$ cat src/rtl/fmt_pkg.sv
// Shared types and helpers for the stream formatter.
//   fmt_mode_e     : CHAR / DEC / HEX / STR request modes
//   fmt_state_e    : formatter FSM states
//   ASCII_SPACE/_0 : character constants
//   MAX_DEC_DIGITS : decimal digits needed for a w-bit unsigned value
//   hex_ascii      : nibble -> lowercase hex character
package fmt_pkg;

  typedef enum logic [1:0] {
    FMT_CHAR = 2'd0,
    FMT_DEC  = 2'd1,
    FMT_HEX  = 2'd2,
    FMT_STR  = 2'd3
  } fmt_mode_e;

  typedef enum logic [2:0] {
    ST_IDLE,
    ST_CONV,
    ST_PAD,
    ST_EMIT,
    ST_FIN
  } fmt_state_e;

  localparam logic [7:0] ASCII_SPACE = 8'h20;
  localparam logic [7:0] ASCII_0     = 8'h30;

  // ceil(w * log10(2)); 0.30103 slightly over-estimates log10(2), which only
  // matters when w*log10(2) is an exact integer (never for w > 0).
  function automatic int MAX_DEC_DIGITS(input int w);
    return (w * 30103 + 99999) / 100000;
  endfunction

  // 'a' - 10 = 8'h57
  function automatic logic [7:0] hex_ascii(input logic [3:0] nib);
    return (nib < 4'd10) ? (ASCII_0 + {4'h0, nib}) : (8'h57 + {4'h0, nib});
  endfunction

endpackage

$ cat src/rtl/fmt_stream_formatter_if.sv
// Request / character-stream bundle for fmt_stream_formatter.
//   master : request producer and character sink (drives req_*, out_ready)
//   slave  : the formatter (drives req_ready, out_*, done, busy)
interface fmt_stream_formatter_if import fmt_pkg::*; #(
  parameter int DATA_W      = 32,
  parameter int STR_BYTES   = 16,
  parameter int FIELD_W_MAX = 32
);
  localparam int WW = $clog2(FIELD_W_MAX + 1);

  logic                   req_valid;
  logic                   req_ready;
  fmt_mode_e              req_mode;
  logic [WW-1:0]          req_width;
  logic [DATA_W-1:0]      req_data;
  logic [8*STR_BYTES-1:0] req_str;
  logic                   out_valid;
  logic                   out_ready;
  logic [7:0]             out_char;
  logic                   out_last;
  logic                   done;
  logic                   busy;

  modport master (
    output req_valid, req_mode, req_width, req_data, req_str, out_ready,
    input  req_ready, out_valid, out_char, out_last, done, busy
  );

  modport slave (
    input  req_valid, req_mode, req_width, req_data, req_str, out_ready,
    output req_ready, out_valid, out_char, out_last, done, busy
  );

endinterface

$ cat src/rtl/fmt_char_lifo.sv
// Character LIFO holding converted digits least-significant-first so that
// popping yields them most-significant-first.
//   clk, rst_n   : clock, async active-low reset (clears contents)
//   clr_i        : drop all entries
//   push_i/_data : push one character
//   pop_i        : discard top entry
//   top_o        : current top (8'h00 when empty)
//   count_o      : number of stored entries
module fmt_char_lifo #(
  parameter  int DEPTH = 10,
  localparam int CNT_W = $clog2(DEPTH + 1)
) (
  input  logic             clk,
  input  logic             rst_n,
  input  logic             clr_i,
  input  logic             push_i,
  input  logic [7:0]       push_data_i,
  input  logic             pop_i,
  output logic [7:0]       top_o,
  output logic [CNT_W-1:0] count_o
);

  logic [DEPTH-1:0][7:0] mem_q;
  logic [CNT_W-1:0]      cnt_q;

  always_ff @(posedge clk or negedge rst_n) begin
    if (!rst_n) begin
      mem_q <= '0;
      cnt_q <= '0;
    end else if (clr_i) begin
      cnt_q <= '0;
    end else if (push_i) begin
      mem_q[cnt_q] <= push_data_i;
      cnt_q        <= cnt_q + CNT_W'(1);
    end else if (pop_i) begin
      cnt_q <= cnt_q - CNT_W'(1);
    end
  end

  assign top_o   = (cnt_q == '0) ? 8'h00 : mem_q[cnt_q - CNT_W'(1)];
  assign count_o = cnt_q;

endmodule

$ cat src/rtl/fmt_stream_formatter.sv
// Sequential ASCII field formatter: one value per request, streamed out one
// character per beat, right-justified in a minimum field width.
//   clk, rst_n : clock, async active-low reset (aborts any request)
//   bus        : request handshake, character stream, done/busy status
module fmt_stream_formatter import fmt_pkg::*; #(
  parameter int DATA_W      = 32,
  parameter int STR_BYTES   = 16,
  parameter int FIELD_W_MAX = 32
) (
  input  logic                   clk,
  input  logic                   rst_n,
  fmt_stream_formatter_if.slave  bus
);

  localparam int WW      = $clog2(FIELD_W_MAX + 1);
  localparam int DEC_D   = MAX_DEC_DIGITS(DATA_W);
  // ceil keeps room for a partial top nibble when DATA_W is not a multiple of 4
  localparam int HEX_D   = (DATA_W + 3) / 4;
  localparam int LIFO_D  = (DEC_D > HEX_D) ? DEC_D : HEX_D;
  localparam int LCW     = $clog2(LIFO_D + 1);
  localparam int LEN_MAX = (STR_BYTES > LIFO_D) ? STR_BYTES : LIFO_D;
  localparam int LBW     = $clog2(LEN_MAX + 1);
  // one spare bit so width - len can never wrap
  localparam int CW      = ((WW > LBW) ? WW : LBW) + 1;

  localparam logic [DATA_W-1:0] TEN = DATA_W'(10);

  fmt_state_e             state_q, state_d;
  fmt_mode_e              mode_q, mode_d;
  logic [WW-1:0]          width_q, width_d;
  logic [DATA_W-1:0]      val_q, val_d;
  logic [8*STR_BYTES-1:0] str_q, str_d;
  logic [CW-1:0]          pad_q, pad_d;   // spaces still to send
  logic [CW-1:0]          rem_q, rem_d;   // content characters still to send

  logic          push, pop, lifo_clr;
  logic [7:0]    push_char, lifo_top;
  logic [LCW-1:0] lifo_cnt;
  logic          conv_done;
  logic [CW-1:0] conv_len, str_len, width_ext, sidx;
  logic [7:0]    str_byte;

  fmt_char_lifo #(.DEPTH(LIFO_D)) u_lifo (
    .clk         (clk),
    .rst_n       (rst_n),
    .clr_i       (lifo_clr),
    .push_i      (push),
    .push_data_i (push_char),
    .pop_i       (pop),
    .top_o       (lifo_top),
    .count_o     (lifo_cnt)
  );

  assign width_ext = CW'(width_q);

  // Highest non-zero byte sets the length; zero bytes below it are content.
  always_comb begin
    str_len = '0;
    for (int b = 0; b < STR_BYTES; b++)
      if (str_q[8*b +: 8] != 8'h00) str_len = CW'(b + 1);
  end

  // Content is read MSB-side first: byte index rem-1 counted from the LSB.
  assign sidx     = rem_q - CW'(1);
  assign str_byte = 8'(str_q >> {sidx, 3'b000});

  // State register
  always_ff @(posedge clk or negedge rst_n) begin
    if (!rst_n) begin
      state_q <= ST_IDLE;
      mode_q  <= FMT_CHAR;
      width_q <= '0;
      val_q   <= '0;
      str_q   <= '0;
      pad_q   <= '0;
      rem_q   <= '0;
    end else begin
      state_q <= state_d;
      mode_q  <= mode_d;
      width_q <= width_d;
      val_q   <= val_d;
      str_q   <= str_d;
      pad_q   <= pad_d;
      rem_q   <= rem_d;
    end
  end

  // Next state
  always_comb begin
    state_d   = state_q;
    mode_d    = mode_q;
    width_d   = width_q;
    val_d     = val_q;
    str_d     = str_q;
    pad_d     = pad_q;
    rem_d     = rem_q;
    push      = 1'b0;
    push_char = 8'h00;
    pop       = 1'b0;
    lifo_clr  = 1'b0;
    conv_done = 1'b0;
    conv_len  = '0;
    case (state_q)
      ST_IDLE: begin
        if (bus.req_valid) begin
          mode_d   = bus.req_mode;
          width_d  = (bus.req_width > WW'(FIELD_W_MAX)) ? WW'(FIELD_W_MAX) : bus.req_width;
          val_d    = bus.req_data;
          str_d    = bus.req_str;
          lifo_clr = 1'b1;
          state_d  = ST_CONV;
        end
      end
      ST_CONV: begin
        case (mode_q)
          FMT_CHAR: begin
            push      = 1'b1;
            push_char = val_q[7:0];
            conv_done = 1'b1;
            conv_len  = CW'(1);
          end
          FMT_DEC: begin
            push      = 1'b1;
            push_char = ASCII_0 + 8'(val_q % TEN);
            val_d     = val_q / TEN;
            conv_done = (val_d == '0);
            conv_len  = CW'(lifo_cnt) + CW'(1);
          end
          FMT_HEX: begin
            push      = 1'b1;
            push_char = hex_ascii(val_q[3:0]);
            val_d     = val_q >> 4;
            conv_done = (val_d == '0);
            conv_len  = CW'(lifo_cnt) + CW'(1);
          end
          FMT_STR: begin
            conv_done = 1'b1;
            conv_len  = str_len;
          end
        endcase
        if (conv_done) begin
          pad_d = (width_ext > conv_len) ? width_ext - conv_len : '0;
          rem_d = conv_len;
          if (pad_d != '0)         state_d = ST_PAD;
          else if (conv_len != '0) state_d = ST_EMIT;
          else                     state_d = ST_FIN;
        end
      end
      ST_PAD: begin
        if (bus.out_ready) begin
          pad_d = pad_q - CW'(1);
          if (pad_q == CW'(1)) state_d = (rem_q == '0) ? ST_FIN : ST_EMIT;
        end
      end
      ST_EMIT: begin
        if (bus.out_ready) begin
          rem_d = rem_q - CW'(1);
          pop   = (mode_q != FMT_STR);
          if (rem_q == CW'(1)) state_d = ST_FIN;
        end
      end
      ST_FIN:  state_d = ST_IDLE;
      default: state_d = ST_IDLE;
    endcase
  end

  // Outputs: pure functions of state, so a stalled beat holds by construction.
  always_comb begin
    bus.req_ready = (state_q == ST_IDLE);
    bus.busy      = (state_q != ST_IDLE);
    bus.done      = (state_q == ST_FIN);
    bus.out_valid = 1'b0;
    bus.out_char  = 8'h00;
    bus.out_last  = 1'b0;
    case (state_q)
      ST_PAD: begin
        bus.out_valid = 1'b1;
        bus.out_char  = ASCII_SPACE;
        bus.out_last  = (pad_q == CW'(1)) && (rem_q == '0);
      end
      ST_EMIT: begin
        bus.out_valid = 1'b1;
        bus.out_char  = (mode_q == FMT_STR) ? str_byte : lifo_top;
        bus.out_last  = (rem_q == CW'(1));
      end
      default: ;
    endcase
  end

endmodule

$ cat src/flat_wrapper.sv
// flat-port wrapper written by rule: the top's interface ports become plain ports
module fmt_stream_formatter_flat import fmt_pkg::*;
#(
  parameter int DATA_W      = 32,
  parameter int STR_BYTES   = 16,
  parameter int FIELD_W_MAX = 32
)
  (clk, rst_n, bus_req_valid, bus_req_mode, bus_req_width, bus_req_data, bus_req_str, bus_out_ready, bus_req_ready, bus_out_valid, bus_out_char, bus_out_last, bus_done, bus_busy);
  fmt_stream_formatter_if #(.DATA_W(DATA_W), .STR_BYTES(STR_BYTES), .FIELD_W_MAX(FIELD_W_MAX)) bus_i ();
  input  logic clk;
  input  logic rst_n;
  input wire logic [$bits(bus_i.req_valid)-1:0] bus_req_valid;
  input wire logic [$bits(bus_i.req_mode)-1:0] bus_req_mode;
  input wire logic [$bits(bus_i.req_width)-1:0] bus_req_width;
  input wire logic [$bits(bus_i.req_data)-1:0] bus_req_data;
  input wire logic [$bits(bus_i.req_str)-1:0] bus_req_str;
  input wire logic [$bits(bus_i.out_ready)-1:0] bus_out_ready;
  output wire logic [$bits(bus_i.req_ready)-1:0] bus_req_ready;
  output wire logic [$bits(bus_i.out_valid)-1:0] bus_out_valid;
  output wire logic [$bits(bus_i.out_char)-1:0] bus_out_char;
  output wire logic [$bits(bus_i.out_last)-1:0] bus_out_last;
  output wire logic [$bits(bus_i.done)-1:0] bus_done;
  output wire logic [$bits(bus_i.busy)-1:0] bus_busy;
  assign bus_i.req_valid = bus_req_valid;
  assign bus_i.req_mode = bus_req_mode;
  assign bus_i.req_width = bus_req_width;
  assign bus_i.req_data = bus_req_data;
  assign bus_i.req_str = bus_req_str;
  assign bus_i.out_ready = bus_out_ready;
  assign bus_req_ready = bus_i.req_ready;
  assign bus_out_valid = bus_i.out_valid;
  assign bus_out_char = bus_i.out_char;
  assign bus_out_last = bus_i.out_last;
  assign bus_done = bus_i.done;
  assign bus_busy = bus_i.busy;
  fmt_stream_formatter #(.DATA_W(DATA_W), .STR_BYTES(STR_BYTES), .FIELD_W_MAX(FIELD_W_MAX)) u_core (.clk(clk), .rst_n(rst_n), .bus(bus_i));
endmodule
$ cat config.mk
export PLATFORM = sky130hd
export DESIGN_NAME = fmt_stream_formatter_flat
export DESIGN_NICKNAME = d
export VERILOG_FILES = /design/src/rtl/fmt_pkg.sv /design/src/rtl/fmt_stream_formatter_if.sv /design/src/rtl/fmt_char_lifo.sv /design/src/rtl/fmt_stream_formatter.sv /design/src/flat_wrapper.sv
export SDC_FILE = /design/constraint.sdc
export NUM_CORES = 1
export LEC_CHECK = 0
export BUFFER_PORTS_ARGS = -buffer_cell sky130_fd_sc_hd__buf_4
export CAP_MARGIN = 20
export CORE_ASPECT_RATIO = 1.75
export CORE_MARGIN = 8
export CORE_UTILIZATION = 66
export CTS_CLUSTER_SIZE = 30
export DETAILED_ROUTE_END_ITERATION = 10
export MAX_ROUTING_LAYER = met4
export PLACE_DENSITY = 0.87
export SLEW_MARGIN = 20
export SYNTH_ARGS = -nofsm -noshare
export SYNTH_HDL_FRONTEND = slang
export SYNTH_HIERARCHICAL = 1
export SYNTH_SLANG_ARGS = --single-unit
$ cat constraint.sdc
create_clock -name clk -period 30.2 [get_ports clk]
set_input_delay 6.04 -clock clk [delete_from_list [all_inputs] [get_ports clk]]
set_output_delay 6.04 -clock clk [all_outputs]
set_load 0.02 [all_outputs]
## Yosys cells after proc, flatten, opt, wreduce, memory -nomap -nowiden

Index checks and enable logic that the tools add are counted.
W data, S select, Z words.

- Add/subtract/negate cells: 9
- Multipliers: 0
- Div/mod/pow operators: 2
- $lt $le $gt $ge: 6
- Equality and inequality tests: 17
- Shifts and indexed selects: 1
- Multiplexer cells: 63
- Bitwise operators: 1
- Reductions and logical operators: 41

Operators with widths:

| kind | count |
|---|---|
| $mux W7 | 21 |
| $pmux W32 S2 | 2 |
| $reduce_bool A8 Y1 | 16 |
| $shr A128 B10 Y8 | 1 |
| $bwmux W80 | 1 |
| $logic_not A32 Y1 | 2 |
| $mux W8 | 6 |
| $bmux W8 S4 | 1 |
| $demux W8 S4 | 1 |
| $div A32 B4 Y32 const B | 1 |
| $mod A32 B4 Y32 const B | 1 |
| $mux W32 | 1 |
| $pmux W7 S2 | 2 |
| $mux W3 | 9 |
| $pmux W8 S3 | 1 |
| $pmux W7 S3 | 1 |
| $pmux W8 S2 | 1 |
| $eq A7 B1 Y1 const B | 2 |
| $reduce_bool A7 Y1 | 2 |
| $sub A7 B1 Y7 const B | 2 |
| $mux W4 | 3 |
| $pmux W3 S4 | 1 |
| $lt A4 B5 Y1 const B | 2 |
| $mux W1 | 9 |
| 35 further kinds | 51 |

- Flip-flop bits (word level): 269
- Bits in latches: 0
- Memory bits (writable): 0
- ROM bits: 0
- Input port bits: 172
- Output and inout bits: 13
- Memories kept: 0

## Longest topological paths before layout

- Depth after elaboration: 25
- Mapped depth: 49

## Modules after synthesis

Netlist, hierarchy kept.

By module, submodules not included:

| module | instances | cells an instance | area each (sq um) | sequential area each (sq um) |
|---|---|---|---|---|
| fmt_stream_formatter | 1 | 2,019 | 15,623.7 | 4,629.4 |
| fmt_char_lifo | 1 | 268 | 4,169.0 | 2,102.0 |

## Least setup slack after synthesis

OpenSTA, ideal clock, no wires.

- Path type: reg-to-reg
- From: register u_core.val_q[30]
- To: register u_core/u_lifo/mem_q[14] in the netlist's numbering
- Library setup time: 0.128 ns
- Data arrival time: 10.027 ns
- Data required time: 30.072 ns
- Setup slack: 20.045 ns
- Cell stages (with the launch flop): 44
- Period minus slack after synthesis: 10.155 ns
- Path through: dfrtp_1 buf_4 or3b_1 o32ai_2 a21o_1 buf_6 nor2_1 or4_1 a31oi_4 nor3_1 o211a_1 a32o_1 or3_4 buf_6 a32o_1 nor4_1 a31oi_1 or4_4 (+8 left out) a32o_1 or3_4 a2111oi_2 o22a_2 nor2_1 o311ai_1 o2111ai_1 o2111a_1 a311oi_1 o32a_2 a31o_1 nand2_1 ha_1 and3_1 o21ai_1 a21oi_1 buf_1 mux2_1

- Word-level cells in the longest chain between the ends: 5

Ends and longest elaborated chain:

| what | line | text |
|---|---|---|
| start, declared | fmt_stream_formatter.sv:31 | `logic [DATA_W-1:0] val_q, val_d;` |
| start signal, assigned | fmt_stream_formatter.sv:81 | `val_q <= val_d;` |
| $mod A32 B4 Y32 | fmt_stream_formatter.sv:124 | `push_char = ASCII_0 + 8'(val_q % TEN);` |
| $add A6 B8 Y8 | fmt_stream_formatter.sv:124 |  |
| $pmux W8 S3 | fmt_stream_formatter.sv:115 | `case (mode_q)` |
| $mux W8 | fmt_stream_formatter.sv:103 | `case (state_q)` |
| named net u_core.push_char[6] | fmt_stream_formatter.sv:37 | `logic [7:0] push_char, lifo_top;` |
| $bwmux W80 | fmt_char_lifo.sv:33 | `mem_q[cnt_q] <= push_data_i;` |
| end signal, assigned by index | fmt_char_lifo.sv:33 |  |
| end, declared | fmt_char_lifo.sv:23 | `logic [DEPTH-1:0][7:0] mem_q;` |

The timed path passes the listed nets, and every way through them passes these cells.
A chain may end at the register's enable or synchronous reset.

## Worst setup path after layout

- From: register u_core.val_q[26]
- To: register u_core/u_lifo/mem_q[30] in the netlist's numbering

Same word-level chain as after synthesis.

==> results.sh <==
export IMPL_final_common_cell="nand2_1"
export IMPL_path_clk_slew_ps=70
export IMPL_grt_use_met3_pct=4.72
export IMPL_max_freq_mhz=71.5
export IMPL_cts_buffer_depth=3
export IMPL_most_common_layout_cells="551 x nand2_1, 268 x dfrtp_1, 197 x buf_4"
export IMPL_ctsResizeCount=0
export IMPL_rr_endpoint="u_core/u_lifo/mem_q[30]"
export IMPL_crit_fanout=25
export IMPL_grt_pass1_wl_um=104000
export IMPL_synthSimpleGateAreaFrac_pct=23.8
export IMPL_outcome="finished, final reports clean"
export IMPL_min_delay_path_depth=2
export IMPL_critPathCaptureType="register"
export IMPL_nNetsFinal=2543
export IMPL_drive_gt1_share_pct=19.4
export IMPL_grt_antenna_before_repair=0
export IMPL_synth_top_area_cell="dfrtp_1"
export IMPL_die_w_um=147
export IMPL_synth_compound_area_share_pct=20.9
export IMPL_synth_ff_type="dfrtp_1"
export IMPL_htree_num_levels=1
export IMPL_maxCapViolations=0
export IMPL_worst_pin_slew_ps=1040
export IMPL_die_h_um=245
export IMPL_synth_nets=2482
export IMPL_viasPerCell=7.01
export IMPL_place_hpwl_um=47600
export IMPL_synth_xor_area_share_pct=1.24
export IMPL_nFillCells=2168
export IMPL_r2r_cells=39
export IMPL_synthDominantCellAreaShare_pct=34.0
export IMPL_met1_usage_pct=36.9
export IMPL_synth_edf_count=0
export IMPL_rsz0062_at_grt="no"
export IMPL_reg2reg_setup_slack_ps=16220
export IMPL_track_usage_pct=36.9
export IMPL_crit_type="reg -> reg"
export IMPL_hold_path_class="reg -> reg"
export IMPL_dieArea_mm2=0.0360
export IMPL_setup_violations=0
export IMPL_fin_skew_ps=13.1
export IMPL_cp_arrival_ps=14450
export IMPL_ctsRootBufferMaster="clkbuf_16"
export IMPL_yosys_top_cells_area="dfrtp_1 34%, nand2_1 10%, mux4_2 5.5%"
export IMPL_synth_seq_area_share_pct=34.0
export IMPL_slew_violations=0
export IMPL_synthesis_area_mm2=0.0198
export IMPL_grt_busiest_layer="met2"
export IMPL_synth_fa_ha_area_share_pct=1.86
export IMPL_postCtsSetupBuffers=0
export IMPL_port_buffers=184
export IMPL_avgSynthCellArea_um2=8.65
export IMPL_num_vias=19293
export IMPL_io_pins=185
export IMPL_postSynth_asyncResetShare_pct=100
export IMPL_crit_path_max_incr_delay_ps=800
export IMPL_start_util_pct=66.5
export IMPL_diodes=0
export IMPL_syn_to_final_growth_pct=11.0
export IMPL_synth_warnings=6
export IMPL_grt_start_max_net_pins=175
export IMPL_hold_start="u_core/str_q[18]"
export IMPL_cp_required_ps=30670
export IMPL_wl_per_cell_um=24.0
export IMPL_row_count=84
export IMPL_ctsHoldBuffers=0
export IMPL_hold_viol=0
export IMPL_cts_sinks=269
export IMPL_detail_route_iter0_violations=1864
export IMPL_min_period_ps=13980
export IMPL_grt_overflow_total=0
export IMPL_use_met2_pct=64.3
export IMPL_ant_nets=0
export IMPL_relSlewSlack_pct=31.0
export IMPL_setup_tns_ps=0
export IMPL_route_detailed_drc=0
export IMPL_crit_path_top_delay_cell="a2111oi_0"
export IMPL_core_mm2=0.0297
export IMPL_gp_congestion=1.06
export IMPL_ys_types=127
export IMPL_synth_seq_cells=269
export IMPL_syn_inst=2287
export IMPL_whs_endpoint="u_core/str_q[18]"
export IMPL_cp_start_kind="register"
export IMPL_drt_wl_total_um=66000
export IMPL_tritoncts="built"
export IMPL_synthMuxAreaShare_pct=13.3
export IMPL_numCtsBuffers=24
export IMPL_crit_top_cell="o2111ai_1"
export IMPL_reg2reg_from="u_core/val_q[26]"
export IMPL_first_pass_iters=8
export IMPL_grt_pass1_vias=19418
export IMPL_post_route_period_util_pct=46.3
export IMPL_insertion_delay_ps=540
export IMPL_synth_top_family_by_area="simple AND/OR/NAND/NOR gates"
[Yosys cell counts, types with 17 or more instances]
cell / n
nand2_1: 552
dfrtp_1: 269
nor2_1: 129
clkbuf_1: 105
a21oi_1: 102
o21ai_0: 87
nand3_1: 61
mux2_2: 55
nor3_1: 49
inv_1: 48
mux4_2: 48
o211ai_1: 47
nor4_1: 38
mux2i_1: 37
a31oi_1: 31
mux2_4: 31
a221oi_1: 23
or4_1: 23
buf_1: 22
ha_1: 22
nand4_1: 22
buf_2: 20
o22ai_1: 19
xnor2_1: 19
a211oi_1: 18
and3_1: 17
[how the worst max path moves through the flow]
stage | startpoint | end | slack [ps] | cells after the start
floorplan | u_core/val_q[30] | u_core/u_lifo/mem_q[14] | 20050 | 43
global placement | u_core/val_q[28] | u_core/u_lifo/mem_q[9] | 17150 | 36
detailed placement | u_core/val_q[26] | u_core/u_lifo/mem_q[73] | 16650 | 37
CTS | u_core/val_q[26] | u_core/u_lifo/mem_q[1] | 16520 | 37
global route | u_core/val_q[26] | u_core/u_lifo/mem_q[30] | 15130 | 39
finish | u_core/val_q[26] | u_core/u_lifo/mem_q[30] | 16220 | 39
[worst max-delay path: cells and delay by family (launching register included)]
family / cells / cell delay, ps
AOI/OAI and AO/OA: 25 / 8890
and+or+nand+nor: 9 / 2550
DFF: 1 / 700
muxes: 2 / 630
buffers and inverters: 1 / 580
adders and majority gates: 2 / 530
[flip-flops by register name (all words and copies together) (netlist names)]
register and cells:
u_core/state_q 3, u_core/u_lifo/count_o 4, u_core/rem_q 7, u_core/width_q 6, u_core/pad_q 7, u_core/str_q 128, u_core/u_lifo/mem_q 80, u_core/mode_q 2
u_core/val_q 32
[routing by layer]
metal	share of wire, %	vias to the layer above
li1	-	8549
met1	34	9258
met2	51	1115
met3	6.4	371
met4	8.7	0
met5	0	-
[stage by stage]
stage	instances	cell area [µm²]	hold WS, ps	worst slack, ps	util, %
after floorplan	2287	19800	445	20050	-
after global placement	2708	21100	469	17150	70.8
after detailed placement	2709	21100	483	16650	70.9
after CTS	2753	22000	497	16520	73.8
after global routing	2753	22000	525	15130	73.9
final	2753	22000	499	16220	73.9
[layout make-up]
cell class	count	area (µm²)	area share, %
multi-input cells	1796	12100	55.3
flip-flops and latches	269	6730	30.6
repair buffers	199	1510	6.89
clock buffers	33	696	3.17
well taps	387	484	2.20
inverters	58	220	1.00
clock inverters	11	186	0.848
[cells by family (layout without fill, tap and decap cells)]
family / after synthesis / after routing
xor gates and xnor gates: 25 / 25
and+or+nand+nor: 1004 / 1004
muxes: 180 / 180
DFF: 269 / 269
buffers and inverters: 222 / 301
adders and majority gates: 30 / 30
AOI/OAI and AO/OA: 557 / 557
Power is left out: the tool's default activity adds up to more than one toggle a clock period on the data nets, which glitch-free logic cannot reach.
